==> config.mk <==
export PLATFORM = sky130hd
export DESIGN_NAME = fpu_addsub_ctrl
export DESIGN_NICKNAME = d
export VERILOG_FILES = /design/src/rtl/fpu_pkg.sv /design/src/rtl/FPU_normalize.sv /design/src/rtl/fpu_addsub_ctrl.sv
export SDC_FILE = /design/constraint.sdc
export NUM_CORES = 1
export LEC_CHECK = 0
export BUFFER_PORTS_ARGS = -buffer_cell sky130_fd_sc_hd__clkbuf_2
export CAP_MARGIN = 20
export CELL_PAD_IN_SITES_DETAIL_PLACEMENT = 1
export CELL_PAD_IN_SITES_GLOBAL_PLACEMENT = 1
export CORE_MARGIN = 8
export CORE_UTILIZATION = 35
export DETAILED_ROUTE_END_ITERATION = 7
export PLACE_DENSITY_LB_ADDON = 0.1
export SYNTH_ARGS = -nofsm -noshare
export SYNTH_HDL_FRONTEND = slang
export SYNTH_SLANG_ARGS = --single-unit
==> constraint.sdc <==
create_clock -name clk -period 24 [get_ports clk]
set_input_delay 3.6 -clock clk [delete_from_list [all_inputs] [get_ports clk]]
set_output_delay 3.6 -clock clk [all_outputs]
set_load 0.005 [all_outputs]
==> src/rtl/fpu_pkg.sv <==
// ---------------------------------------------------------------------------
// fpu_pkg
// Shared definitions for the single-precision add/subtract controller:
// controller state encoding, IEEE-754 field widths, the canonical quiet NaN
// and the bit positions inside the 3-bit status flag vector.
// ---------------------------------------------------------------------------
package fpu_pkg;

    localparam int EXP_W   = 8;             // exponent field width
    localparam int FRAC_W  = 23;            // stored fraction width
    localparam int SIG_W   = FRAC_W + 1;    // significand incl. hidden one
    localparam int SUM_W   = SIG_W + 1;     // significand sum incl. carry
    localparam int SHIFT_W = 5;             // normalizer shift count width

    localparam logic [31:0] QNAN = 32'h7FC0_0000;

    // Bit positions inside out_flags
    localparam int FLAG_ZERO = 0;
    localparam int FLAG_OVF  = 1;
    localparam int FLAG_UNF  = 2;

    typedef enum logic [2:0] {
        IDLE  = 3'd0,
        ALIGN = 3'd1,
        ADD   = 3'd2,
        NORM  = 3'd3,
        DONE  = 3'd4
    } state_t;

endpackage

==> src/rtl/FPU_normalize.sv <==
// ---------------------------------------------------------------------------
// FPU_normalize
// Leading-one normalizer for the 25-bit significand sum.
//   src   : unsigned sum, bit 24 is the carry position
//   frac  : 23 fraction bits found directly below the leading one (truncated)
//   shift : left shift applied, 0 when the leading one sits in bit 24
//   zero  : src is all zeros (frac/shift are then meaningless)
// Purely combinational.
// ---------------------------------------------------------------------------
module FPU_normalize
    import fpu_pkg::*;
(
    input  logic [SUM_W-1:0]   src,
    output logic [FRAC_W-1:0]  frac,
    output logic [SHIFT_W-1:0] shift,
    output logic               zero
);

    always_comb begin
        shift = '0;
        // Ascending scan: the highest set bit writes last and wins.
        for (int i = 0; i < SUM_W; i++) begin
            if (src[i]) begin
                shift = SHIFT_W'(SUM_W - 1 - i);
            end
        end
        // After the shift the leading one is in bit 24; the fraction is bits
        // 23..1, so bit 0 of the shifted value is dropped (truncation).
        frac = FRAC_W'((src << shift) >> 1);
        zero = (src == '0);
    end

endmodule

==> src/rtl/fpu_addsub_ctrl.sv <==
// ---------------------------------------------------------------------------
// fpu_addsub_ctrl
// Multi-cycle IEEE-754 single-precision adder/subtractor with flush-to-zero
// and truncation. One operation is in flight at a time; the controller walks
// IDLE -> ALIGN -> ADD -> NORM -> DONE and holds DONE until the result is
// taken.
//
// Ports
//   clk, rst              : rising-edge clock, synchronous active-high reset
//   in_valid / in_ready   : operand handshake (in_a, in_b, in_sub)
//   in_a, in_b            : single-precision operands
//   in_sub                : 1 = a - b, 0 = a + b
//   out_valid / out_ready : result handshake (out_result, out_flags)
//   out_result            : single-precision result
//   out_flags             : {underflow, overflow, zero}
//   state                 : current controller state, for observation
//
// Handshake: a transfer happens on a rising edge where valid and ready are
// both 1. in_ready is 1 only in IDLE. Once out_valid is 1, out_result and
// out_flags stay constant until the edge where out_ready is also 1.
// All outputs are registers.
// ---------------------------------------------------------------------------
module fpu_addsub_ctrl
    import fpu_pkg::*;
#(
    parameter int EXP_W = 8
) (
    input  logic        clk,
    input  logic        rst,
    input  logic        in_valid,
    output logic        in_ready,
    input  logic [31:0] in_a,
    input  logic [31:0] in_b,
    input  logic        in_sub,
    output logic        out_valid,
    input  logic        out_ready,
    output logic [31:0] out_result,
    output logic [2:0]  out_flags,
    output state_t      state
);

    // Signed exponent width for the post-normalization exponent (-23..256)
    localparam int EO_W = EXP_W + 2;

    // Captured operands
    logic [31:0] a_q, b_q;
    logic        sub_q;

    // ALIGN stage registers (stay valid through ADD and NORM)
    logic              sign_big_q;
    logic [EXP_W-1:0]  exp_big_q;
    logic [SIG_W-1:0]  sig_big_q;
    logic [SIG_W-1:0]  sig_small_q;
    logic              eff_sub_q;
    logic              special_q;
    logic [31:0]       special_val_q;

    // ADD stage register
    logic [SUM_W-1:0]  sum_q;

    // ---------------------------------------------------------------- ALIGN
    logic              sign_a, sign_b;
    logic [EXP_W-1:0]  exp_a, exp_b;
    logic [FRAC_W-1:0] frac_a, frac_b;
    logic [SIG_W-1:0]  sig_a, sig_b;
    logic              nan_a, nan_b, inf_a, inf_b;
    logic              a_big, eff_sub;
    logic              big_sign;
    logic [EXP_W-1:0]  big_exp, small_exp, exp_diff;
    logic [SIG_W-1:0]  big_sig, small_sig, small_sig_al;
    logic              special_c;
    logic [31:0]       special_val_c;

    always_comb begin
        sign_a = a_q[31];
        exp_a  = a_q[30 -: EXP_W];
        frac_a = a_q[FRAC_W-1:0];
        // Subtraction is folded into the sign of b.
        sign_b = b_q[31] ^ sub_q;
        exp_b  = b_q[30 -: EXP_W];
        frac_b = b_q[FRAC_W-1:0];

        nan_a = (&exp_a) && (frac_a != '0);
        nan_b = (&exp_b) && (frac_b != '0);
        inf_a = (&exp_a) && (frac_a == '0);
        inf_b = (&exp_b) && (frac_b == '0);

        // Exponent 0 (zero or denormal) flushes to a zero significand.
        sig_a = (exp_a == '0) ? '0 : {1'b1, frac_a};
        sig_b = (exp_b == '0) ? '0 : {1'b1, frac_b};

        eff_sub = (sign_a != sign_b);

        // Larger magnitude becomes "big"; a wins a tie.
        a_big     = {exp_a, sig_a} >= {exp_b, sig_b};
        big_sign  = a_big ? sign_a : sign_b;
        big_exp   = a_big ? exp_a  : exp_b;
        big_sig   = a_big ? sig_a  : sig_b;
        small_exp = a_big ? exp_b  : exp_a;
        small_sig = a_big ? sig_b  : sig_a;

        exp_diff     = big_exp - small_exp;
        small_sig_al = (exp_diff >= EXP_W'(SIG_W)) ? '0 : (small_sig >> exp_diff);

        special_c     = 1'b1;
        special_val_c = QNAN;
        if (nan_a || nan_b || (inf_a && inf_b && eff_sub)) begin
            special_val_c = QNAN;
        end else if (inf_a) begin
            special_val_c = {sign_a, {EXP_W{1'b1}}, {FRAC_W{1'b0}}};
        end else if (inf_b) begin
            special_val_c = {sign_b, {EXP_W{1'b1}}, {FRAC_W{1'b0}}};
        end else begin
            special_c = 1'b0;
        end
    end

    // ------------------------------------------------------------------ ADD
    // big >= small in magnitude, so the difference never goes negative.
    logic [SUM_W-1:0] sum_c;

    always_comb begin
        if (eff_sub_q) begin
            sum_c = {1'b0, sig_big_q} - {1'b0, sig_small_q};
        end else begin
            sum_c = {1'b0, sig_big_q} + {1'b0, sig_small_q};
        end
    end

    // ----------------------------------------------------------------- NORM
    logic [FRAC_W-1:0]  norm_frac;
    logic [SHIFT_W-1:0] norm_shift;
    logic               norm_zero;

    FPU_normalize u_normalize (
        .src   (sum_q),
        .frac  (norm_frac),
        .shift (norm_shift),
        .zero  (norm_zero)
    );

    logic [EO_W-1:0] exp_out;   // two's complement
    logic            exp_neg, exp_ovf, exp_unf;
    logic [31:0]     result_c;
    logic [2:0]      flags_c;

    always_comb begin
        exp_out = EO_W'(exp_big_q) + EO_W'(1) - EO_W'(norm_shift);
        exp_neg = exp_out[EO_W-1];
        exp_ovf = !exp_neg && (exp_out >= EO_W'({EXP_W{1'b1}}));
        exp_unf = exp_neg || (exp_out == '0);

        result_c = '0;
        flags_c  = '0;
        if (special_q) begin
            result_c = special_val_q;
        end else if (norm_zero) begin
            // Exact cancellation and zero+zero both give +0.
            flags_c[FLAG_ZERO] = 1'b1;
        end else if (exp_ovf) begin
            result_c          = {sign_big_q, {EXP_W{1'b1}}, {FRAC_W{1'b0}}};
            flags_c[FLAG_OVF] = 1'b1;
        end else if (exp_unf) begin
            result_c           = {sign_big_q, 31'd0};
            flags_c[FLAG_UNF]  = 1'b1;
            flags_c[FLAG_ZERO] = 1'b1;
        end else begin
            result_c = {sign_big_q, exp_out[EXP_W-1:0], norm_frac};
        end
    end

    // ------------------------------------------------------------------ FSM
    always_ff @(posedge clk) begin
        if (rst) begin
            state      <= IDLE;
            in_ready   <= 1'b1;
            out_valid  <= 1'b0;
            out_result <= '0;
            out_flags  <= '0;
        end else begin
            case (state)
                IDLE: begin
                    if (in_valid && in_ready) begin
                        a_q      <= in_a;
                        b_q      <= in_b;
                        sub_q    <= in_sub;
                        in_ready <= 1'b0;
                        state    <= ALIGN;
                    end
                end
                ALIGN: begin
                    sign_big_q    <= big_sign;
                    exp_big_q     <= big_exp;
                    sig_big_q     <= big_sig;
                    sig_small_q   <= small_sig_al;
                    eff_sub_q     <= eff_sub;
                    special_q     <= special_c;
                    special_val_q <= special_val_c;
                    state         <= ADD;
                end
                ADD: begin
                    sum_q <= sum_c;
                    state <= NORM;
                end
                NORM: begin
                    out_result <= result_c;
                    out_flags  <= flags_c;
                    out_valid  <= 1'b1;
                    state      <= DONE;
                end
                DONE: begin
                    if (out_ready) begin
                        out_valid <= 1'b0;
                        in_ready  <= 1'b1;
                        state     <= IDLE;
                    end
                end
                default: begin
                    out_valid <= 1'b0;
                    in_ready  <= 1'b1;
                    state     <= IDLE;
                end
            endcase
        end
    end

endmodule

==> impl_metrics.env, run 1 <==
export IMPL_syn_instance_count=1303
export IMPL_finalSetupViolations=0
export IMPL_synthArstFlopShare_pct=0
export IMPL_via_per_inst=5.35
export IMPL_syn_nets=1445
export IMPL_synth_edf_count=151
export IMPL_drt_iter0_drc=461
export IMPL_wl_mm=36.3
export IMPL_vias=9996
export IMPL_firstDrtPassIters=4
export IMPL_switching_share_pct=32.0
export IMPL_status="finished, final reports clean"
export IMPL_hold_end="out_result[19]"
export IMPL_slew_headroom_pct=34.1
export IMPL_root_buffer="clkbuf_16"
export IMPL_synth_area_per_cell_sq_um=9.76
export IMPL_intPower_w=0.000624
export IMPL_skew_ns=0.0116
export IMPL_gp_congestion=0.859
export IMPL_routedWlPerCell_um=19.4
export IMPL_finalNetCount=1532
export IMPL_grt_max_degree=66
export IMPL_tightestPinTransition_ns=0.985
export IMPL_cp_max_fo=19
export IMPL_cp_cell_sequence="o31ai_1, a211oi_1, o31ai_1, a211oi_1, o31ai_1, nand2_1, inv_2, ha_1, inv_1, ha_1, fa_1, a21o_1, a21oi_1, o21bai_1, a21oi_1, xnor2_1, a41oi_1, nand4_1, nor3_1, nand2_1, a2bb2oi_1, nor2_1"
export IMPL_start_kind="register"
export IMPL_numPortBuffers=108
export IMPL_cts_tree="yes"
export IMPL_rsz0062_at_grt="false"
export IMPL_grt_use_total_pct=17.4
export IMPL_cap_violations=0
export IMPL_synth_seq_cells=191
export IMPL_rr_startpoint="sum_q[4]"
export IMPL_critPathKind="register to register"
export IMPL_grt_pass1_wl_mm=58.1
export IMPL_die_w_um=207
export IMPL_pre_cts_slack_ns=17.73
export IMPL_reg2reg_slack_ns=18.03
export IMPL_hold_depth=2
export IMPL_seq_power_share_pct=43.0
export IMPL_combPwrFrac_pct=27.7
export IMPL_hpwl_mm=29.4
export IMPL_period_share_pct=24.9
export IMPL_crit_start="sum_q[4]"
export IMPL_fin_setup_tns_ns=0
export IMPL_p_leak_nw=5.85
export IMPL_clkTransAtPathRegs_ns=0.07
export IMPL_finalCriticalPeriod_ns=5.97
export IMPL_min_from="out_result[19]"
export IMPL_max_freq_mhz=168
export IMPL_cp_common_cell="o31ai_1"
export IMPL_postCtsSetupRepairBufs=0
export IMPL_synth_distinct_cells=78
export IMPL_area_delta_synth_final_pct=12.2
export IMPL_power_switching_w=0.000293
export IMPL_cp_data_arrival_time_ns=6.35
export IMPL_clockBufferDepth=2
export IMPL_io_pins=109
export IMPL_clock_sinks=191
export IMPL_row_count=70
export IMPL_start_util_pct=35.1
export IMPL_cp_required_ns=24.38
export IMPL_ys_seq_area_share_pct=42.0
export IMPL_pwr_share_clk_pct=29.3
export IMPL_drive_gt1_share_pct=14.8
export IMPL_layout_setup_ws_ns=18.03
export IMPL_peakVddDrop_mv=0.0557
export IMPL_hold_path_class="register to register"
export IMPL_dieArea_sq_mm=0.0427
export IMPL_cellPowerDensity_mw_per_mm2=64.3
export IMPL_grt_antenna_before_repair=0
export IMPL_cts_inserted_buffers=17
export IMPL_antenna_cells=0
export IMPL_cts_htree_levels=4
export IMPL_coreArea_sq_mm=0.0362
export IMPL_slew_viol_final=0
export IMPL_endpoint_kind="register"
export IMPL_r2r_cells=22
export IMPL_synth_area_sq_mm=0.0127
export IMPL_r2r_end="out_result[3]"
export IMPL_cp_slowest_cell="nand2_1"
export IMPL_slowest_delay_ns=0.61
export IMPL_grt_ovfl_total=0
export IMPL_hold_viol_final=0
export IMPL_die_height_um=207
export IMPL_grt_pass1_vias=10400
export IMPL_synthFlopType="edfxtp_1"
export IMPL_insertion_delay_ns=0.45
export IMPL_hold_buffers=0
export IMPL_drc=0
export IMPL_final_antenna_net_count=0
export IMPL_ys_warn_count=0
export IMPL_cts_resized_gates=0
-- registers in the layout, indices dropped and copies added (netlist names) --
register / count
a_q: 32
b_q: 32
eff_sub_q: 1
exp_big_q: 8
in_ready: 1
out_flags: 3
out_result: 32
out_valid: 1
sig_big_q: 24
sig_small_q: 24
sign_big_q: 1
special_q: 1
special_val_q: 2
state: 3
sub_q: 1
sum_q: 25
-- stage by stage --
stage,instance area [sq um],hold WS [ns],total power [W],util [%],std cells
after global routing,14300,0.487,0.000964,39.4,1870
after floorplan,12700,0.448,0.000587,-,1303
after CTS,14200,0.460,0.000929,39.3,1868
final,14300,0.451,0.000918,39.4,1870
after detailed placement,13700,0.444,0.000657,37.9,1837
after global placement,13700,0.437,0.000655,37.9,1837
-- cells in the final DEF, fill, tap and decap left out, types with 13 or more instances in the layout --
master,instances
edfxtp_1,151
nand3_1,32
xnor2_1,46
clkbuf_2,109
o21ai_0,71
nand2_1,140
o21a_1,13
nor2b_1,13
nor3_1,44
nor2_1,96
ha_1,71
inv_1,65
dfxtp_1,40
mux2i_1,102
a21oi_1,78
and2_1,13
nor4_1,28
mux2_2,16
clkbuf_16,17
-- cells by family after synthesis --
logic type,share of synthesized area [%]
AND/OR/NAND/NOR,16.5
AO/OA/AOI/OAI,15.9
flip-flops,42.0
multiplexers,10.7
buffers and inverters,3.86
adder cells (fa/ha/maj),7.30
XOR/XNOR,3.86
-- final cells by class --
class	instances	area (sq um)
fill	4159	21900
multi-input combinational	992	6910
inverter	67	251
sequential	191	5340
clock buffer	19	433
tap	468	586
clock inverter	12	95.1
timing repair buffer	121	656
-- critical path: cells and delay by family, from the launching register on --
kind | cells | cell delay (ns)
compound gates | 11 | 2.29
xor+xnor | 1 | 0.12
fa+ha+maj | 3 | 0.79
buf+inv | 2 | 0.46
flops | 1 | 0.48
simple gates | 5 | 1.76
-- per-layer routing --
metal / global-route usage (%) / up-vias / wire, um
met1: 22.6 / 4837 / 17300
li1: - / 5030 / -
met2: 30.1 / 102 / 17900
met5: 0 / - / 0
met4: 4.52 / 0 / 478
met3: 2.31 / 27 / 694
-- synth_stat cells, types with 6 or more instances --
cell type | number | area [sq um]
edfxtp_1 | 151 | 4530
nand2_1 | 140 | 526
mux2i_1 | 102 | 1020
nor2_1 | 96 | 360
a21oi_1 | 78 | 390
ha_1 | 71 | 888
o21ai_0 | 71 | 355
inv_1 | 65 | 244
xnor2_1 | 47 | 412
nor3_1 | 44 | 220
clkbuf_1 | 42 | 158
dfxtp_1 | 40 | 801
nand3_1 | 32 | 160
nor4_1 | 28 | 175
mux2_2 | 16 | 180
and2_1 | 13 | 81.3
nor2b_1 | 13 | 81.3
o21a_1 | 13 | 97.6
nand4_1 | 12 | 75.1
a21o_1 | 11 | 82.6
nand2b_1 | 11 | 68.8
a211oi_1 | 10 | 75.1
and3_1 | 10 | 62.6
a22o_1 | 9 | 78.8
a31oi_1 | 9 | 56.3
o211ai_1 | 9 | 67.6
or2_2 | 9 | 56.3
or3_1 | 9 | 56.3
xor2_1 | 9 | 78.8
o22ai_1 | 8 | 50.1
o2bb2ai_1 | 8 | 70.1
mux4_2 | 7 | 158
or4_1 | 6 | 45.0
-- worst max-delay path by stage --
stage | end | cells past startpoint
floorplan | state[1] | 3
global placement | out_result[12] | 20
detailed placement | out_result[12] | 20
CTS | out_result[12] | 20
global route | out_result[3] | 21
finish | out_result[3] | 22
-- power by group through the flow --
stage,sequential [W],combinational [W],clock [W]
after floorplan,0.000398,0.000189,0
after global placement,0.000402,0.000254,0
after detailed placement,0.000402,0.000255,0
after CTS,0.000395,0.000257,0.000277
after global routing,0.000397,0.000281,0.000286
final,0.000395,0.000255,0.000268
(Power assumes the default switching activity.)
==> run 2: changes to the inputs <==
Clock period 24 ns to 5.3 ns, I/O delays scaled along.
==> impl_metrics.env, run 2 (synthesized netlist as in run 1, its figures left out) <==
export IMPL_gp_congestion=0.830
export IMPL_cp_data_arrival_time_ns=5.33
export IMPL_drc=0
export IMPL_crit_end="sig_small_q[8]"
export IMPL_slew_headroom_pct=33.7
export IMPL_cts_inserted_buffers=17
export IMPL_dp_cells=1877
export IMPL_cts_htree_levels=4
export IMPL_status="finished, final reports clean"
export IMPL_drt_iter0_drc=428
export IMPL_cts_tree="yes"
export IMPL_cap_violations=0
export IMPL_row_count=70
export IMPL_grt_ovfl_total=0
export IMPL_rr_startpoint="a_q[29]"
export IMPL_clock_sinks=191
export IMPL_slew_viol_final=0
export IMPL_grt_pass1_vias=10800
export IMPL_power_w=0.00434
export IMPL_firstDrtPassIters=4
export IMPL_clkTransAtPathRegs_ns=0.08
export IMPL_wl_mm=37.0
export IMPL_clockBufferDepth=2
export IMPL_r2r_end="sig_small_q[8]"
export IMPL_slowest_delay_ns=0.48
export IMPL_grt_max_degree=66
export IMPL_reg2reg_slack_ns=0.29
export IMPL_period_share_pct=94.6
export IMPL_coreArea_sq_mm=0.0362
export IMPL_layout_commonest_cell="edfxtp_1"
export IMPL_layoutNonFillerInstCount=1916
export IMPL_start_util_pct=35.1
export IMPL_insertion_delay_ns=0.45
export IMPL_area_delta_synth_final_pct=17.2
export IMPL_routedWlPerCell_um=19.3
export IMPL_die_w_um=207
export IMPL_hold_path_class="register to register"
export IMPL_cp_max_fo=26
export IMPL_skew_ns=0.00865
export IMPL_top_regs="a_q: 32 flops, b_q: 32 flops, out_result: 32 flops"
export IMPL_final_antenna_net_count=0
export IMPL_numPortBuffers=108
export IMPL_dieArea_sq_mm=0.0427
export IMPL_vias=10200
export IMPL_cp_required_ns=5.62
export IMPL_grt_pass1_wl_mm=59.4
export IMPL_antenna_cells=0
export IMPL_grt_use_total_pct=17.7
export IMPL_max_freq_mhz=199
export IMPL_finalNetCount=1577
export IMPL_fillCellCount=4083
export IMPL_crit_start="a_q[29]"
export IMPL_cp_cell_sequence="nor4_2, nand2_1, buf_12, nand2_1, inv_1, ha_4, a2111oi_2, nor3_1, a2111o_1, and2_2, o211ai_1, and2_1, ha_1, nor3_2, xnor2_2, buf_4, mux2_2, and2_1, or3_1, a21oi_2"
export IMPL_cellPowerDensity_mw_per_mm2=291
export IMPL_io_pins=109
export IMPL_final_cell_mix="edfxtp_1, nand2_1, clkbuf_2, mux2i_1, nor2_1"
export IMPL_finalCriticalPeriod_ns=5.01
export IMPL_via_per_inst=5.33
export IMPL_finalSetupViolations=0
export IMPL_start_kind="register"
export IMPL_peakVddDrop_mv=0.312
export IMPL_tightestPinTransition_ns=0.991
export IMPL_p_leak_nw=6.15
export IMPL_endpoint_kind="register"
export IMPL_cp_slowest_cell="a2111o_1"
export IMPL_drive_gt1_share_pct=19.2
export IMPL_hpwl_mm=30.1
export IMPL_critPathKind="register to register"
export IMPL_r2r_cells=20
export IMPL_grt_antenna_before_repair=0
export IMPL_hold_viol_final=0
export IMPL_final_core_utilization_pct=41.2
export IMPL_root_buffer="clkbuf_16"
export IMPL_die_height_um=207
## run 2: cell types whose count changed in the layout (fill, tap and decap cells not counted), sizes merged
cell / change
inv: +6
clkbuf: -3
buf: +46
clkinv: -1
clkinvlp: -2
## run 2: critical path: cells and delay by family (launching register included)
kind                     cells  cell delay (ns)
AO/OA/AOI/OAI                4             1.24
XOR/XNOR                     1             0.31
adder cells (fa/ha/maj)      2             0.45
buffers and inverters        3             0.43
flip-flops                   1             0.42
multiplexers                 1             0.33
AND/OR/NAND/NOR              9             1.67
## run 2: where the power goes
group | internal (W) | total [W] | switching (W)
clock network | 0.000674 | 0.00131 | 0.000640
registers | 0.00172 | 0.00178 | 0.0000564
logic | 0.000528 | 0.00124 | 0.000715
## run 2: worst min-delay path by stage
stage / from / end / slack, ns / cells past startpoint
3_5_place_dp: out_result[21] / out_result[21] / 0.44 / 2
4_1_cts: out_result[21] / out_result[21] / 0.46 / 2
3_3_place_gp: out_result[20] / out_result[20] / 0.44 / 2
5_1_grt: in_b[27] / b_q[27] / 0.48 / 1
6_report: out_result[21] / out_result[21] / 0.45 / 2
2_1_floorplan: out_flags[1] / out_flags[1] / 0.45 / 2
## run 2: area by class of cell
class | count | area [sq um] | share of cell area, %
clock buffer | 17 | 425 | 2.85
clock inverter | 15 | 174 | 1.17
inverter | 67 | 251 | 1.69
multi-input combinational | 992 | 7050 | 47.3
sequential | 191 | 5340 | 35.8
tap | 468 | 586 | 3.93
timing repair buffer | 166 | 1070 | 7.21
## run 2: routing by layer
| metal | GRT usage, % | part of all wire [%] | wire length, um | vias up |
|---|---|---|---|---|
| met4 | 5.76 | 2.4 | 874 | 0 |
| li1 | - | - | - | 5128 |
| met1 | 22.5 | 47 | 17300 | 4900 |
| met2 | 30.1 | 49 | 18000 | 129 |
| met3 | 2.93 | 2.1 | 765 | 52 |
| met5 | 0 | 0 | 0 | - |
## run 2: through the flow
step | instance area [sq um] | setup TNS, ns | worst slack (ns) | hold slack (ns)
after floorplan | 12700 | 0 | 0.419 | 0.448
after global placement | 14100 | -0.00603 | -0.00603 | 0.440
after detailed placement | 14100 | -0.210 | -0.0742 | 0.443
after CTS | 14700 | 0 | 0.0174 | 0.459
after global routing | 14900 | -0.0179 | -0.0105 | 0.482
final | 14900 | 0 | 0.287 | 0.453
## run 2: what timing repair did
item,4_1_cts,5_1_grt
endpoints found under the setup margin,23,45
hold buffers,0,0
cloned,0,0
buffers inserted,1,5
gates resized for setup,6,27
pin swaps,0,4
